File: config.mk
export PLATFORM = sky130hd
export DESIGN_NAME = fetch_stage
export DESIGN_NICKNAME = d
export VERILOG_FILES = /design/src/rtl/fetch_stage_pkg.sv /design/src/rtl/fetch_stage_if_id_reg.sv /design/src/rtl/fetch_stage.sv
export SDC_FILE = /design/constraint.sdc
export NUM_CORES = 1
export LEC_CHECK = 0
export BUFFER_PORTS_ARGS = -buffer_cell sky130_fd_sc_hd__buf_4
export CORE_UTILIZATION = 40
export DETAILED_ROUTE_END_ITERATION = 8
export PLACE_DENSITY = 0.82
export SYNTH_ARGS = -nofsm -noshare
export SYNTH_HDL_FRONTEND = slang
export SYNTH_SLANG_ARGS = --single-unit
File: constraint.sdc
create_clock -name clk -period 1.46 [get_ports clk]
set_input_delay 0 -clock clk [delete_from_list [all_inputs] [get_ports clk]]
set_output_delay 0 -clock clk [all_outputs]
set_load 0.005 [all_outputs]
File: src/rtl/fetch_stage_pkg.sv
// Shared definitions for the fetch stage: widths, bubble/HALT encodings,
// FSM state type and the rule that derives ctrlSignal from an instruction.
package fetch_stage_pkg;

   localparam int INSTR_W = 16;
   localparam int CTRL_W  = 8;

   localparam logic [INSTR_W-1:0] NOP_INSTR = 16'hE000;
   localparam logic [CTRL_W-1:0]  HALT_CTRL = 8'hF0;

   typedef enum logic {
      RUN    = 1'b0,
      HALTED = 1'b1
   } fetch_state_t;

   // Control decoder sees the opcode nibble and the function nibble only.
   function automatic logic [CTRL_W-1:0] ctrl_of(input logic [INSTR_W-1:0] instr);
      return {instr[INSTR_W-1 -: 4], instr[3:0]};
   endfunction

endpackage

File: src/rtl/fetch_stage_if_id_reg.sv
// IF/ID pipeline register: carries the fetched instruction, its PC+2, the
// pre-extracted control field and a valid flag into decode.
module if_id_reg #(
   parameter logic [15:0] NOP_INSTR = 16'hE000
) (
   input  logic        clk,
   input  logic        rst,
   input  logic        load,
   input  logic        flush,
   input  logic        hold,
   input  logic [15:0] instrIn,
   input  logic [15:0] pcPlus2In,
   output logic [15:0] instrOut,
   output logic [15:0] pcPlus2Out,
   output logic [7:0]  ctrlSignal,
   output logic        validOut
);
   import fetch_stage_pkg::*;

   // Flush beats hold so a redirect can squash a stalled slot.
   always_ff @(posedge clk or posedge rst) begin
      if (rst) begin
         instrOut   <= NOP_INSTR;
         pcPlus2Out <= '0;
         ctrlSignal <= ctrl_of(NOP_INSTR);
         validOut   <= 1'b0;
      end else if (flush) begin
         instrOut   <= NOP_INSTR;
         pcPlus2Out <= '0;
         ctrlSignal <= ctrl_of(NOP_INSTR);
         validOut   <= 1'b0;
      end else if (hold) begin
         instrOut   <= instrOut;
         pcPlus2Out <= pcPlus2Out;
         ctrlSignal <= ctrlSignal;
         validOut   <= validOut;
      end else if (load) begin
         instrOut   <= instrIn;
         pcPlus2Out <= pcPlus2In;
         ctrlSignal <= ctrl_of(instrIn);
         validOut   <= 1'b1;
      end
   end

endmodule

File: src/rtl/fetch_stage.sv
// Instruction fetch: owns the PC and the RUN/HALTED FSM, drives instruction
// memory and feeds the IF/ID register.
module fetch_stage #(
   parameter logic [15:0] RESET_PC  = 16'h0000,
   parameter logic [15:0] NOP_INSTR = fetch_stage_pkg::NOP_INSTR
) (
   input  logic        clk,
   input  logic        rst,
   input  logic        stall,
   input  logic        redirect,
   input  logic [15:0] redirectTarget,
   input  logic [15:0] instrIn,
   output logic [15:0] instrAddr,
   output logic [15:0] instrOut,
   output logic [15:0] pcPlus2Out,
   output logic [7:0]  ctrlSignal,
   output logic        validOut,
   output logic        halted
);
   import fetch_stage_pkg::*;

   fetch_state_t state;
   logic [15:0]  pc;
   logic [15:0]  pc_plus2;
   logic         is_halt;
   logic         reg_load;
   logic         reg_flush;
   logic         reg_hold;

   assign instrAddr = pc;
   assign pc_plus2  = pc + 16'd2;
   assign is_halt   = (ctrl_of(instrIn) == HALT_CTRL);

   // Edge priority: redirect, then HALTED bubble, then stall, then fetch.
   assign reg_flush = redirect || (state == HALTED);
   assign reg_hold  = !reg_flush && stall;
   assign reg_load  = !reg_flush && !stall;

   always_ff @(posedge clk or posedge rst) begin
      if (rst) begin
         pc     <= RESET_PC;
         state  <= RUN;
         halted <= 1'b0;
      end else if (redirect) begin
         pc     <= redirectTarget;
         state  <= RUN;
         halted <= 1'b0;
      end else if (state == HALTED) begin
         pc     <= pc;
         halted <= 1'b1;
      end else if (stall) begin
         pc <= pc;
      end else if (is_halt) begin
         // HALT enters IF/ID now; PC parks on the HALT address.
         pc     <= pc;
         state  <= HALTED;
         halted <= 1'b1;
      end else begin
         pc <= pc_plus2;
      end
   end

   if_id_reg #(
      .NOP_INSTR (NOP_INSTR)
   ) u_if_id (
      .clk        (clk),
      .rst        (rst),
      .load       (reg_load),
      .flush      (reg_flush),
      .hold       (reg_hold),
      .instrIn    (instrIn),
      .pcPlus2In  (pc_plus2),
      .instrOut   (instrOut),
      .pcPlus2Out (pcPlus2Out),
      .ctrlSignal (ctrlSignal),
      .validOut   (validOut)
   );

endmodule

==> results of run 1 <==
## how the worst max path moves through the flow
stage / endpoint
after detailed placement: instrAddr[13]$_DFFE_PP0P_
after CTS: instrAddr[15]$_DFFE_PP0P_
after floorplan: instrAddr[7]$_DFFE_PP0P_
after global placement: instrAddr[15]$_DFFE_PP0P_
final: instrAddr[15]$_DFFE_PP0P_
after global routing: instrAddr[15]$_DFFE_PP0P_
## registers in the layout, indices dropped and copies added (netlist names)
name	cells
u_if_id.validOut	1
u_if_id.instrOut	15
u_if_id.pcPlus2Out	16
u_if_id.ctrlSignal	1
state	1
halted	1
instrAddr	16
## power breakdown
part / switching (mW) / internal (mW) / total [mW] / leakage (nW)
clock network: 0.458 / 0.432 / 0.890 / 0.0505
registers: 0.0812 / 1.52 / 1.60 / 0.652
logic: 0.348 / 0.464 / 0.812 / 1.09
total: 0.888 / 2.42 / 3.30 / 1.79
## routing by layer
metal / vias up / GRT usage, % / routed length [microns]
met4: 0 / 7.68 / 150
met5: - / 0 / 0
met2: 109 / 37.5 / 3430
met1: 1155 / 28.1 / 2880
li1: 1115 / - / -
met3: 14 / 2.61 / 450
## repair_timing
action / 4_1_cts / 5_1_grt
pin swaps: 3 / 4
hold endpoints to repair: 81 / 0
gates resized for setup: 3 / 12
setup endpoints to repair: 6 / 15
hold buffers: 34 / 0
setup buffers: 0 / 1
## per-stage QoR
step / area [sq um] / setup TNS, ns
after floorplan: 2470 / 0
after global placement: 3360 / 0
after detailed placement: 3360 / -0.106
after CTS: 3820 / -0.000437
after global routing: 3850 / -0.375
final: 3850 / -0.0420
## synthesized netlist by cell type, types with 3 or more instances
library cell,number
inv_1,5
buf_2,6
xnor2_1,3
or3_2,3
a22o_1,15
dfstp_2,3
nor2_1,5
clkbuf_1,6
nand2_1,33
o22a_1,3
nand3_1,13
and4_1,3
and2_1,3
buf_6,3
buf_4,8
o311ai_0,7
o21ai_0,14
dfrtp_1,48
nand4_1,8
xor2_1,10
o211ai_1,9
## cells in the final DEF (no fill, tap or decap), types with 3 or more instances in the layout
cell type      instances
a22o_1                15
buf_4                122
clkbuf_8               7
dfrtp_1               47
dfstp_2                3
dlygate4sd3_1         34
inv_1                  4
nand2_1               33
nand3_1               12
nand4_1                8
nor2_1                 4
o211ai_1               9
o21ai_0               13
o22a_1                 3
o311ai_0               3
o311ai_1               4
xnor2_1                3
xor2_1                 9
## worst max-delay path, cell delays in order, from the launching register on
cell,delay [ns]
dfrtp_1,0.41
ha_4,0.16
and4_4,0.24
nand4_1,0.16
or3_4,0.37
nand3_2,0.08
## final cells by class
type / count / area, sq um
Fill cell: 462 / 2070
Timing Repair Buffer: 158 / 1300
Inverter: 5 / 18.8
Clock inverter: 1 / 7.51
Sequential cell: 51 / 1280
Multi-Input combinational cell: 151 / 1060
Tap cell: 75 / 93.8
Clock buffer: 7 / 96.3
## cell families (layout without fill, tap and decap cells)
kind of cell	count (synthesis)	in the layout	share of synthesized area (%)
flip-flops	51	51	52.3
buffers and inverters	29	171	6.90
multiplexers	1	1	0.460
AO/OA/AOI/OAI	58	58	18.8
XOR/XNOR	13	13	4.65
adder cells (fa/ha/maj)	1	1	0.511
AND/OR/NAND/NOR	78	78	16.4
==> results.rst, run 1 <==
.. list-table::
   :header-rows: 1

   * - Metric
     - Value
   * - Clock slew at the register clock pins of the worst setup and hold paths
     - ~0.10 ns
   * - Share of the core filled with cells
     - between 60% and 70%
   * - Boundary Pins
     - 94
   * - Highest clock frequency the design can meet
     - approximately 670 MHz
   * - Top-area cell type share of the netlist area
     - ~49%
   * - Post-Layout Cell Count
     - around 450
   * - Final HPWL from detailed placement
     - 4.68 mm
   * - Post-Place Cells
     - approximately 400
   * - CTS root buf
     - clkbuf_8
   * - Quantity of I/O buffers inserted on ports
     - just over 90
   * - DIE HEIGHT
     - 80.2 microns
   * - Detail-routed net length per standard cell
     - 15.4 microns
   * - Hold EP
     - u_if_id.validOut$_DFFE_PP0P_
   * - Ys Warns
     - 0
   * - Source of the critical timing path
     - instrAddr[2]$_DFFE_PP0P_
   * - Leakage power figure
     - ~1.8 nW
   * - Core Rows
     - 28
   * - Net total in the final layout
     - just over 400
   * - Total power consumption of the routed design
     - 3.30 mW
   * - Number of different library cells in the post-synthesis netlist
     - 40
   * - Synthesized area per cell
     - ~11 sq um
   * - Tightest Pin Transition
     - approximately 0.38 ns
   * - Max clock buf depth
     - 2
   * - Cells after Synth
     - ~230
   * - Violated checks
     - negative setup slack
   * - Total Wirelength
     - slightly below 7 mm
   * - Fraction of registers with async set or reset after synthesis
     - 100%
   * - Fraction of final layout cells with drive strength greater than 1
     - a little over two fifths
   * - Antenna cells
     - 0
   * - Initial detailed-routing violation count
     - between 100 and 150
   * - Number of stages on the worst hold path
     - 3
   * - Rel. slew slack
     - between 70 and 80%
   * - Total global routing track utilization
     - between 20% and 30%
   * - Hold wc startpoint
     - redirect
   * - Detailed-route vias per instance
     - 5.34
   * - Reg2Reg Depth
     - 5
   * - CP Data Required Time
     - about 1.7 ns
   * - Crit Path Category
     - flip-flop to flip-flop
   * - Final global-route overflow total
     - 0
   * - Top fanout value on the critical path
     - 4
   * - Global-route wire length before repair
     - 10.7 mm
   * - Power per cell area
     - around 860 nW/um^2
   * - Vias after detailed routing
     - between 2000 and 2500
   * - Synth top area cells
     - dfrtp_1 49%, a22o_1 5.4%, nand2_1 5.1%
   * - RePlAce Congestion
     - slightly above 0.8
   * - RSZ-0062 raised after global routing
     - true
   * - Crit path time final
     - around 1.5 ns
   * - Status
     - finished, violations left
   * - Worst Hold Class
     - input port to flip-flop
   * - Number of max-capacitance violations reported
     - 0
   * - Post-synthesis register bit count
     - between 50 and 60
   * - Endpoint of the lowest-slack register-to-register path
     - instrAddr[15]$_DFFE_PP0P_
   * - Die Outline Area
     - 6440 sq um
   * - Inserted Clock Buffers
     - 5
   * - Area overhead of the layout relative to synthesis
     - 57.4%
   * - Final period utilization
     - 102%
   * - Core Box Area
     - 5920 sq um
   * - DR pass1 iterations
     - 4
   * - Mapped Nets
     - 268
   * - Sequential share of the synthesized area
     - 52.3%
   * - Area of the mapped netlist
     - about 2400 sq um
   * - Minimum setup slack among reg-to-reg paths
     - -0.02 ns
   * - Final clock skew
     - around 0.010 ns
   * - Largest vdd supply drop
     - approximately 0.47 mV
   * - Number of H-tree branching levels
     - 2
   * - Final Hold Vio Count
     - 0
   * - Via count of the first global-routing pass
     - between 2000 and 2500
   * - Nature of the critical path startpoint
     - flip-flop
   * - Total setup violations reported at the end of the flow
     - 2
   * - Hold slack
     - ~0.043 ns
   * - Clk_lat worst skew
     - roughly 0.30 ns
   * - Die extent in x
     - between 80 and 90 microns
   * - Commonest register cell after synthesis
     - dfrtp_1
   * - Critical R2R Launch
     - instrAddr[2]$_DFFE_PP0P_
   * - Initial antenna violation count
     - 0
   * - Setup slack at placement
     - -0.0868 ns
   * - Initial cell density of the core
     - between 40% and 50%
   * - Maximum number of pins on one net before global-route repair
     - 52
   * - Remaining antenna violation count after routing
     - 0
   * - TritonCTS clock tree
     - yes
   * - Library cell with the largest summed area after synthesis
     - dfrtp_1
   * - Critical path capture point type
     - flip-flop
   * - Number of DRC violations after detailed routing
     - 0
   * - Number of synthesized flops with an enable pin
     - 0
   * - Clock Sinks
     - around 50
   * - Post-layout worst setup margin
     - -0.0249 ns
   * - Max-slew violations
     - 0
   * - Signal arrival time at the worst endpoint
     - between 1.5 and 2 ns
(Power assumes the default switching activity.)
==> run 2, diff against run 1 <==
--- a/config.mk
+++ b/config.mk
@@ -5,10 +5,11 @@
 export SDC_FILE = /design/constraint.sdc
 export NUM_CORES = 1
 export LEC_CHECK = 0
-export BUFFER_PORTS_ARGS = -buffer_cell sky130_fd_sc_hd__buf_4
 export CORE_UTILIZATION = 40
 export DETAILED_ROUTE_END_ITERATION = 8
-export PLACE_DENSITY = 0.82
+export DONT_BUFFER_PORTS = 1
+export GPL_TIMING_DRIVEN = 0
+export PLACE_DENSITY = 0.68
 export SYNTH_ARGS = -nofsm -noshare
 export SYNTH_HDL_FRONTEND = slang
 export SYNTH_SLANG_ARGS = --single-unit
==> results.rst, run 2 (synthesis gave the netlist of run 1 again) <==
.. list-table::
   :header-rows: 1

   * - Metric
     - Value
   * - DIE HEIGHT
     - 80.2 microns (unchanged)
   * - Post-layout worst setup margin
     - -0.147 ns (-0.122 ns)
   * - Crit Path Category
     - flip-flop to flip-flop
   * - Final HPWL from detailed placement
     - 4.50 mm (-4.0%)
   * - Hold slack
     - -0.00933 ns (-0.0522 ns)
   * - Number of DRC violations after detailed routing
     - 0 (unchanged)
   * - Post-Place Cells
     - 307 (-24%)
   * - Crit path time final
     - 1.61 ns (+0.122 ns)
   * - Boundary Pins
     - 94 (unchanged)
   * - Global-route wire length before repair
     - 10.4 mm (-3.5%)
   * - Largest vdd supply drop
     - 0.430 mV (-7.9%)
   * - Post-Layout Cell Count
     - 355 (-21%)
   * - Switching share of total power
     - 28.2% (+1.3 points)
   * - Total global routing track utilization
     - 21.2% (-0.58 points)
   * - Nature of the critical path startpoint
     - flip-flop
   * - Leakage power figure
     - 1.32 nW (-26%)
   * - Most frequent standard cell in the layout excluding fill and tap cells
     - dfrtp_1
   * - DR pass1 iterations
     - 4 (unchanged)
   * - Clock slew at the register clock pins of the worst setup and hold paths
     - 0.09 ns (about the same)
   * - Final period utilization
     - 110% (+8.4 points)
   * - Detail-routed net length per standard cell
     - 17.6 microns (+14%)
   * - Number of max-capacitance violations reported
     - 0 (unchanged)
   * - Final global-route overflow total
     - 0 (unchanged)
   * - Internal power summed over all cells
     - 2.16 mW (-10%)
   * - Inserted Clock Buffers
     - 5 (unchanged)
   * - Total setup violations reported at the end of the flow
     - 4 (+2)
   * - Tightest Pin Transition
     - 0.524 ns (+0.148 ns)
   * - Max clock buf depth
     - 2 (unchanged)
   * - Highest clock frequency the design can meet
     - 622 MHz (-7.6%)
   * - Final clock skew
     - 0.00264 ns (-0.00780 ns)
   * - Setup slack at placement
     - -0.181 ns (-0.0941 ns)
   * - Rel. slew slack
     - 64.6% (-10 points)
   * - Clock Sinks
     - 51 (unchanged)
   * - RePlAce Congestion
     - 0.770 (-7.4%)
   * - Max-slew violations
     - 0 (unchanged)
   * - Part of the total power dissipated in sequential elements
     - 55.3% (+6.8 points)
   * - Area overhead of the layout relative to synthesis
     - 29.7%
   * - TritonCTS clock tree
     - yes
   * - Violated checks
     - negative hold slack, negative setup slack
   * - Gate power share
     - 15.9% (-8.7 points)
   * - CP Data Required Time
     - 1.71 ns (+0.02 ns)
   * - Vias after detailed routing
     - 1984 (-17%)
   * - Core Box Area
     - 5920 sq um (unchanged)
   * - Initial cell density of the core
     - 41.3% (unchanged)
   * - Detailed-route vias per instance
     - 5.59 (+4.6%)
   * - Signal arrival time at the worst endpoint
     - 1.86 ns (+0.14 ns)
   * - Total Wirelength
     - 6.25 mm (-9.5%)
   * - Core Rows
     - 28 (unchanged)
   * - Most frequent cells in the layout
     - 41 x dfrtp_1, 37 x dlygate4sd3_1, 31 x nand2_1
   * - Switching power of the nets
     - 848 uW (-4.4%)
   * - Worst Hold Class
     - input port to flip-flop
   * - Fraction of power consumed by the clock network
     - 28.9% (+2.0 points)
   * - Remaining antenna violation count after routing
     - 0 (unchanged)
   * - CTS root buf
     - clkbuf_8
   * - Die extent in x
     - 80.2 microns (unchanged)
   * - Initial detailed-routing violation count
     - 83 (-37%)
   * - Die Outline Area
     - 6440 sq um (unchanged)
   * - Initial antenna violation count
     - 0 (unchanged)
   * - Critical path capture point type
     - flip-flop
   * - Quantity of I/O buffers inserted on ports
     - 0 (-100%)
   * - Via count of the first global-routing pass
     - 2002 (-12%)
   * - Antenna cells
     - 0 (unchanged)
   * - Power per cell area
     - 949 nW/um^2 (+11%)
   * - Fraction of final layout cells with drive strength greater than 1
     - 23.9% (-18 points)
   * - Status
     - finished, violations left
   * - Final Hold Vio Count
     - 1 (+1)
   * - Clk_lat worst skew
     - 0.32 ns (+0.02 ns)
   * - Number of H-tree branching levels
     - 2 (unchanged)
   * - Net total in the final layout
     - 316 (-23%)
   * - Maximum number of pins on one net before global-route repair
     - 28 (-46%)
   * - Top fanout value on the critical path
     - 6 (+2)
   * - RSZ-0062 raised after global routing
     - true
-- run 2: cell count changes in the layout (fill, tap and decap cells not counted), moves of 2 or more --
cell / delta
nor2_2: +2
nand2_1: -2
dfrtp_1: -6
buf_4: -106
dlygate4sd3_1: +3
clkbuf_2: +2
clkbuf_1: +4
buf_6: +6
dfrtp_2: +6
nor2_1: -2
-- run 2: power by group through the flow --
stage / combinational [mW] / clock (mW) / sequential, mW
final: 0.478 / 0.869 / 1.66
after detailed placement: 0.358 / 0 / 1.69
after global placement: 0.341 / 0 / 1.68
after CTS: 0.458 / 0.877 / 1.66
after global routing: 0.528 / 0.947 / 1.68
after floorplan: 0.280 / 0 / 1.65
-- run 2: timing repair --
action,4_1_cts,5_1_grt
hold buffers,36,1
gates resized for setup,14,31
pin swaps,5,8
endpoints found under the setup margin,32,34
hold endpoints to repair,59,3
buffers inserted,3,2
-- run 2: path summary, 6_finish.rpt --
| path | from | endpoint | slack (ns) | cells after the start |
|---|---|---|---|---|
| hold / removal | stall | instrAddr[15]$_DFFE_PP0P_ | -0.009 | 4 |
| setup / recovery | instrAddr[1]$_DFFE_PP0P_ | instrAddr[7]$_DFFE_PP0P_ | -0.15 | 6 |
| min in group asynchronous | rst | u_if_id.pcPlus2Out[12]$_DFFE_PP0P_ | 0.17 | 2 |
| hold reg to reg | u_if_id.pcPlus2Out[12]$_DFFE_PP0P_ | u_if_id.pcPlus2Out[12]$_DFFE_PP0P_ | 0.51 | 2 |
| setup reg to reg | instrAddr[1]$_DFFE_PP0P_ | instrAddr[7]$_DFFE_PP0P_ | -0.15 | 6 |
| max in group asynchronous | rst | state$_DFF_PP0_ | 0.75 | 3 |
-- run 2: critical path: stages (launching register included) --
cell and delay [ns]:
dfrtp_2 0.47, ha_4 0.17, and4_4 0.23, buf_4 0.12, nand2_4 0.05, or3_2 0.42
nand4_1 0.09
-- run 2: through the flow --
stage | power, mW | hold slack (ns) | cell area [sq um] | setup TNS, ns | util (%)
3_5_place_dp | 2.05 | -0.0450 | 2580 | -3.10 | 43.6
6_report | 3.01 | -0.00933 | 3170 | -0.424 | 53.6
4_1_cts | 3.00 | 0.00978 | 3090 | -0.468 | 52.2
3_3_place_gp | 2.02 | 0.104 | 2560 | -17.16 | 43.3
5_1_grt | 3.16 | 0.0111 | 3170 | -1.11 | 53.6
2_1_floorplan | 1.93 | 0.102 | 2470 | 0 | -
-- run 2: final cells by class --
cell class	instances	area, sq um
buffer	22	171
clock buffer	7	86.3
clock inverter	1	8.76
fill	516	2750
inverter	5	18.8
multi-input combinational	151	1080
sequential	51	1290
tap	75	93.8
timing repair buffer	43	428
-- run 2: layer usage --
metal,up-vias,track usage (%),share of wire [%]
met5,-,0,0
met4,0,7.86,1.5
met3,7,6.25,6.3
met2,53,31.7,49
met1,990,29.0,44
li1,934,-,-
==> run 3, diff against run 2 <==
--- a/config.mk
+++ b/config.mk
@@ -10,6 +10,8 @@
 export DONT_BUFFER_PORTS = 1
 export GPL_TIMING_DRIVEN = 0
 export PLACE_DENSITY = 0.68
+export SKIP_LAST_GASP = 1
 export SYNTH_ARGS = -nofsm -noshare
 export SYNTH_HDL_FRONTEND = slang
+export SYNTH_HIERARCHICAL = 1
 export SYNTH_SLANG_ARGS = --single-unit
==> results.rst, run 3 <==
.. list-table::
   :header-rows: 1

   * - Metric
     - Value
   * - Synth Area in Adders
     - 0.423% (-0.088 points)
   * - Fraction of final layout cells with drive strength greater than 1
     - 37.4% (+14 points)
   * - Largest delay share family, worst path
     - simple AND/OR/NAND/NOR gates
   * - Most frequently used cell type in the post-synthesis netlist
     - dfrtp_1
   * - Number of max-capacitance violations reported
     - 0 (unchanged)
   * - Top-area cell type share of the netlist area
     - 40.6% (-8.5 points)
   * - Synthesized area per cell
     - 9.95 sq um (-6.0%)
   * - Largest vdd supply drop
     - 0.369 mV (-14%)
   * - Endpoint of the lowest-slack register-to-register path
     - u_if_id/pcPlus2Out[10]$_DFFE_PP0P_
   * - Area of the mapped netlist
     - 2960 sq um (+21%)
   * - Hold wc startpoint
     - redirect
   * - Tightest Pin Transition
     - 0.885 ns (+0.361 ns)
   * - Minimum setup slack among reg-to-reg paths
     - -0.32 ns (-0.17 ns)
   * - Clock Sinks
     - 51 (unchanged)
   * - Fraction of power consumed by the clock network
     - 28.2% (-0.7 points)
   * - Initial detailed-routing violation count
     - 133 (+60%)
   * - Core Rows
     - 30 (+7.1%)
   * - Hold EP
     - instrAddr[8]$_DFFE_PP0P_
   * - Post-Layout Inst Area
     - 4260 sq um (+34%)
   * - Via count of the first global-routing pass
     - 2495 (+25%)
   * - Antenna cells
     - 0 (unchanged)
   * - Post-layout worst setup margin
     - -0.317 ns (-0.170 ns)
   * - Net total in the final layout
     - 402 (+27%)
   * - Critical path capture point type
     - flip-flop
   * - Max clock buf depth
     - 2 (unchanged)
   * - Power per cell area
     - 776 nW/um^2 (-18%)
   * - Signal arrival time at the worst endpoint
     - 2.01 ns (+0.15 ns)
   * - Final Hold Vio Count
     - 0 (-1)
   * - Detailed-route vias per instance
     - 5.58 (-0.19%)
   * - Inserted Clock Buffers
     - 5 (unchanged)
   * - Clk_lat worst skew
     - 0.31 ns (about the same)
   * - Nature of the critical path startpoint
     - flip-flop
   * - Synth top area cells
     - dfrtp_1 41%, nand4bb_1 11%, nand2b_1 6.1%
   * - Total Wirelength
     - 8.95 mm (+43%)
   * - Commonest register cell after synthesis
     - dfrtp_1
   * - Remaining antenna violation count after routing
     - 0 (unchanged)
   * - Global-route wire length before repair
     - 12.5 mm (+20%)
   * - Switching share of total power
     - 29.6% (+1.4 points)
   * - CP max stage delay
     - 0.52 ns (+0.05 ns)
   * - Leakage power figure
     - 1.73 nW (+31%)
   * - Top fanout value on the critical path
     - 7 (+1)
   * - Internal power summed over all cells
     - 2.33 mW (+7.5%)
   * - CP Data Required Time
     - 1.70 ns (about the same)
   * - Number of stages on the worst hold path
     - 2 (-2)
   * - Detail-routed net length per standard cell
     - 19.4 microns (+10%)
   * - Die extent in x
     - 88.0 microns (+9.7%)
   * - Die Outline Area
     - 7740 sq um (+20%)
   * - TritonCTS clock tree
     - yes
   * - RePlAce Congestion
     - 0.902 (+17%)
   * - Most frequent standard cell in the layout excluding fill and tap cells
     - dfrtp_1
   * - Final period utilization
     - 122% (+12 points)
   * - Slowest-stage cell, CP
     - dfrtp_2
   * - Post-synthesis register bit count
     - 51 (unchanged)
   * - Cells after Synth
     - 297 (+29%)
   * - Total setup violations reported at the end of the flow
     - 44 (+40)
   * - Number of different library cells in the post-synthesis netlist
     - 47 (+18%)
   * - Gate power share
     - 21.6% (+5.7 points)
   * - Area after detailed placement
     - 3120 sq um (+21%)
   * - Commonest cells post-synth
     - 48 x dfrtp_1, 29 x nand2b_1, 29 x nand4bb_1, 29 x o21ai_1, 21 x nand2_1
   * - Main combinational cell family by area after synthesis
     - simple AND/OR/NAND/NOR gates
   * - Area overhead of the layout relative to synthesis
     - 44.0%
   * - Worst Hold Class
     - input port to flip-flop
   * - Initial cell density of the core
     - 42.3% (+1.0 points)
   * - Vias after detailed routing
     - 2577 (+30%)
   * - DR pass1 iterations
     - 6 (+2)
   * - Initial antenna violation count
     - 0 (unchanged)
   * - Switching power of the nets
     - 977 uW (+15%)
   * - Final clock skew
     - 0.00803 ns (+0.00539 ns)
   * - Number of DRC violations after detailed routing
     - 0 (unchanged)
   * - Part of the total power dissipated in sequential elements
     - 50.2% (-5.1 points)
   * - Most frequent cells in the layout
     - 39 x dfrtp_1, 34 x dlygate4sd3_1, 29 x buf_4
   * - Mapped Nets
     - 334 (+25%)
   * - Reg2Reg Depth
     - 7 (+1)
   * - Total buffers and inverters traversed by the critical path
     - 1 (unchanged)
   * - Violated checks
     - negative setup slack
   * - Fraction of the mapped netlist area in simple logic gates
     - 29.2% (+13 points)
   * - Sum Neg Setup Slack
     - -6.74 ns (-6.32 ns)
   * - CTS root buf
     - clkbuf_8
   * - Number of synthesized flops with an enable pin
     - 0 (unchanged)
   * - Ys Warns
     - 6 (+6)
   * - Maximum number of pins on one net before global-route repair
     - 34 (+21%)
   * - Number of H-tree branching levels
     - 2 (unchanged)
   * - Crit path time final
     - 1.78 ns (+0.170 ns)
   * - Max-slew violations
     - 0 (unchanged)
   * - Share of synthesized area spent on multiplexers
     - 1.74% (+1.3 points)
   * - Clock slew at the register clock pins of the worst setup and hold paths
     - 0.10 ns (about the same)
   * - Post-synthesis compound-gate area fraction
     - 13.0% (-5.7 points)
   * - Library cell with the largest summed area after synthesis
     - dfrtp_1
   * - Synth Area in XOR/XNOR
     - 3.85% (-0.80 points)
   * - Final global-route overflow total
     - 0 (unchanged)
   * - Total global routing track utilization
     - 21.1% (-0.14 points)
   * - Boundary Pins
     - 94 (unchanged)
   * - Fraction of registers with async set or reset after synthesis
     - 100% (unchanged)
   * - Cells along the critical path
     - nand4_4 > or2_4 > buf_6 > nor2_1 > xor2_1 > nand4bb_1 > o21ai_1
   * - Critical R2R Launch
     - instrAddr[4]$_DFFE_PP0P_
   * - Highest clock frequency the design can meet
     - 563 MHz (-9.6%)
   * - Crit Path Category
     - flip-flop to flip-flop
   * - RSZ-0062 raised after global routing
     - true
   * - Quantity of I/O buffers inserted on ports
     - 0 (unchanged)
   * - Core Box Area
     - 6980 sq um (+18%)
   * - Rel. slew slack
     - 40.4% (-24 points)
   * - Status
     - finished, violations left
   * - Sequential share of the synthesized area
     - 43.3% (-9.0 points)
   * - Final HPWL from detailed placement
     - 5.39 mm (+20%)
   * - DIE HEIGHT
     - 88.0 microns (+9.7%)
-- run 3: layer usage --
layer	part of all wire, %	up-vias	GRT usage, %
li1	-	1193	-
met1	43	1287	27.1
met2	50	87	33.5
met3	6.0	10	5.66
met4	1.3	0	8.94
met5	0	-	0
-- run 3: power groups by stage --
stage	clock, mW	sequential, mW	combinational, mW
floorplan	0	1.62	0.355
global placement	0	1.66	0.435
detailed placement	0	1.66	0.446
CTS	0.954	1.64	0.558
global route	1.02	1.68	0.767
finish	0.931	1.66	0.715
-- run 3: cells by family after synthesis --
group	Yosys count
muxes	5
AOI/OAI and AO/OA	59
xor gates and xnor gates	13
DFF	51
adders and majority gates	1
and+or+nand+nor	127
buffers and inverters	41
-- run 3: stage by stage --
step                      setup slack [ns]  power (mW)  utilization (%)  hold slack [ns]  instances
after detailed placement            -0.322        2.11             44.7           0.0556        393
after global routing                -0.407        3.46             61.0           0.0547        462
after floorplan                     -0.221        1.98                -          -0.0617        297
after global placement              -0.309        2.09             44.7           0.0497        393
final                               -0.317        3.30             61.0           0.0298        462
after CTS                           -0.260        3.16             53.3           0.0168        444
-- run 3: layout make-up --
class | instances | area, sq um
well taps | 96 | 120
fillers | 589 | 2720
multi-input cells | 205 | 1780
clock inverters | 1 | 7.51
clock buffers | 7 | 96.3
inverters | 9 | 33.8
plain buffers | 30 | 264
flip-flops and latches | 51 | 1290
repair buffers | 63 | 663
-- run 3: how the worst max path moves through the flow --
stage                                  start                                  to  cells past startpoint
global placement    instrAddr[2]$_DFFE_PP0P_            instrAddr[9]$_DFFE_PP0P_                      5
floorplan           instrAddr[2]$_DFFE_PP0P_            instrAddr[9]$_DFFE_PP0P_                      5
finish              instrAddr[4]$_DFFE_PP0P_  u_if_id/pcPlus2Out[10]$_DFFE_PP0P_                      7
global route        instrAddr[4]$_DFFE_PP0P_  u_if_id/pcPlus2Out[10]$_DFFE_PP0P_                      7
CTS                 instrAddr[9]$_DFFE_PP0P_           instrAddr[15]$_DFFE_PP0P_                      5
detailed placement  instrAddr[2]$_DFFE_PP0P_  u_if_id/pcPlus2Out[13]$_DFFE_PP0P_                      6
-- run 3: repair_timing --
item                       4_1_cts  5_1_grt
setup buffers                   10       12
setup endpoints to repair       45       48
hold buffers                    34        0
pin swaps                        6       39
gates cloned                     0        7
hold endpoints to repair        82        0
resized for setup               24       75
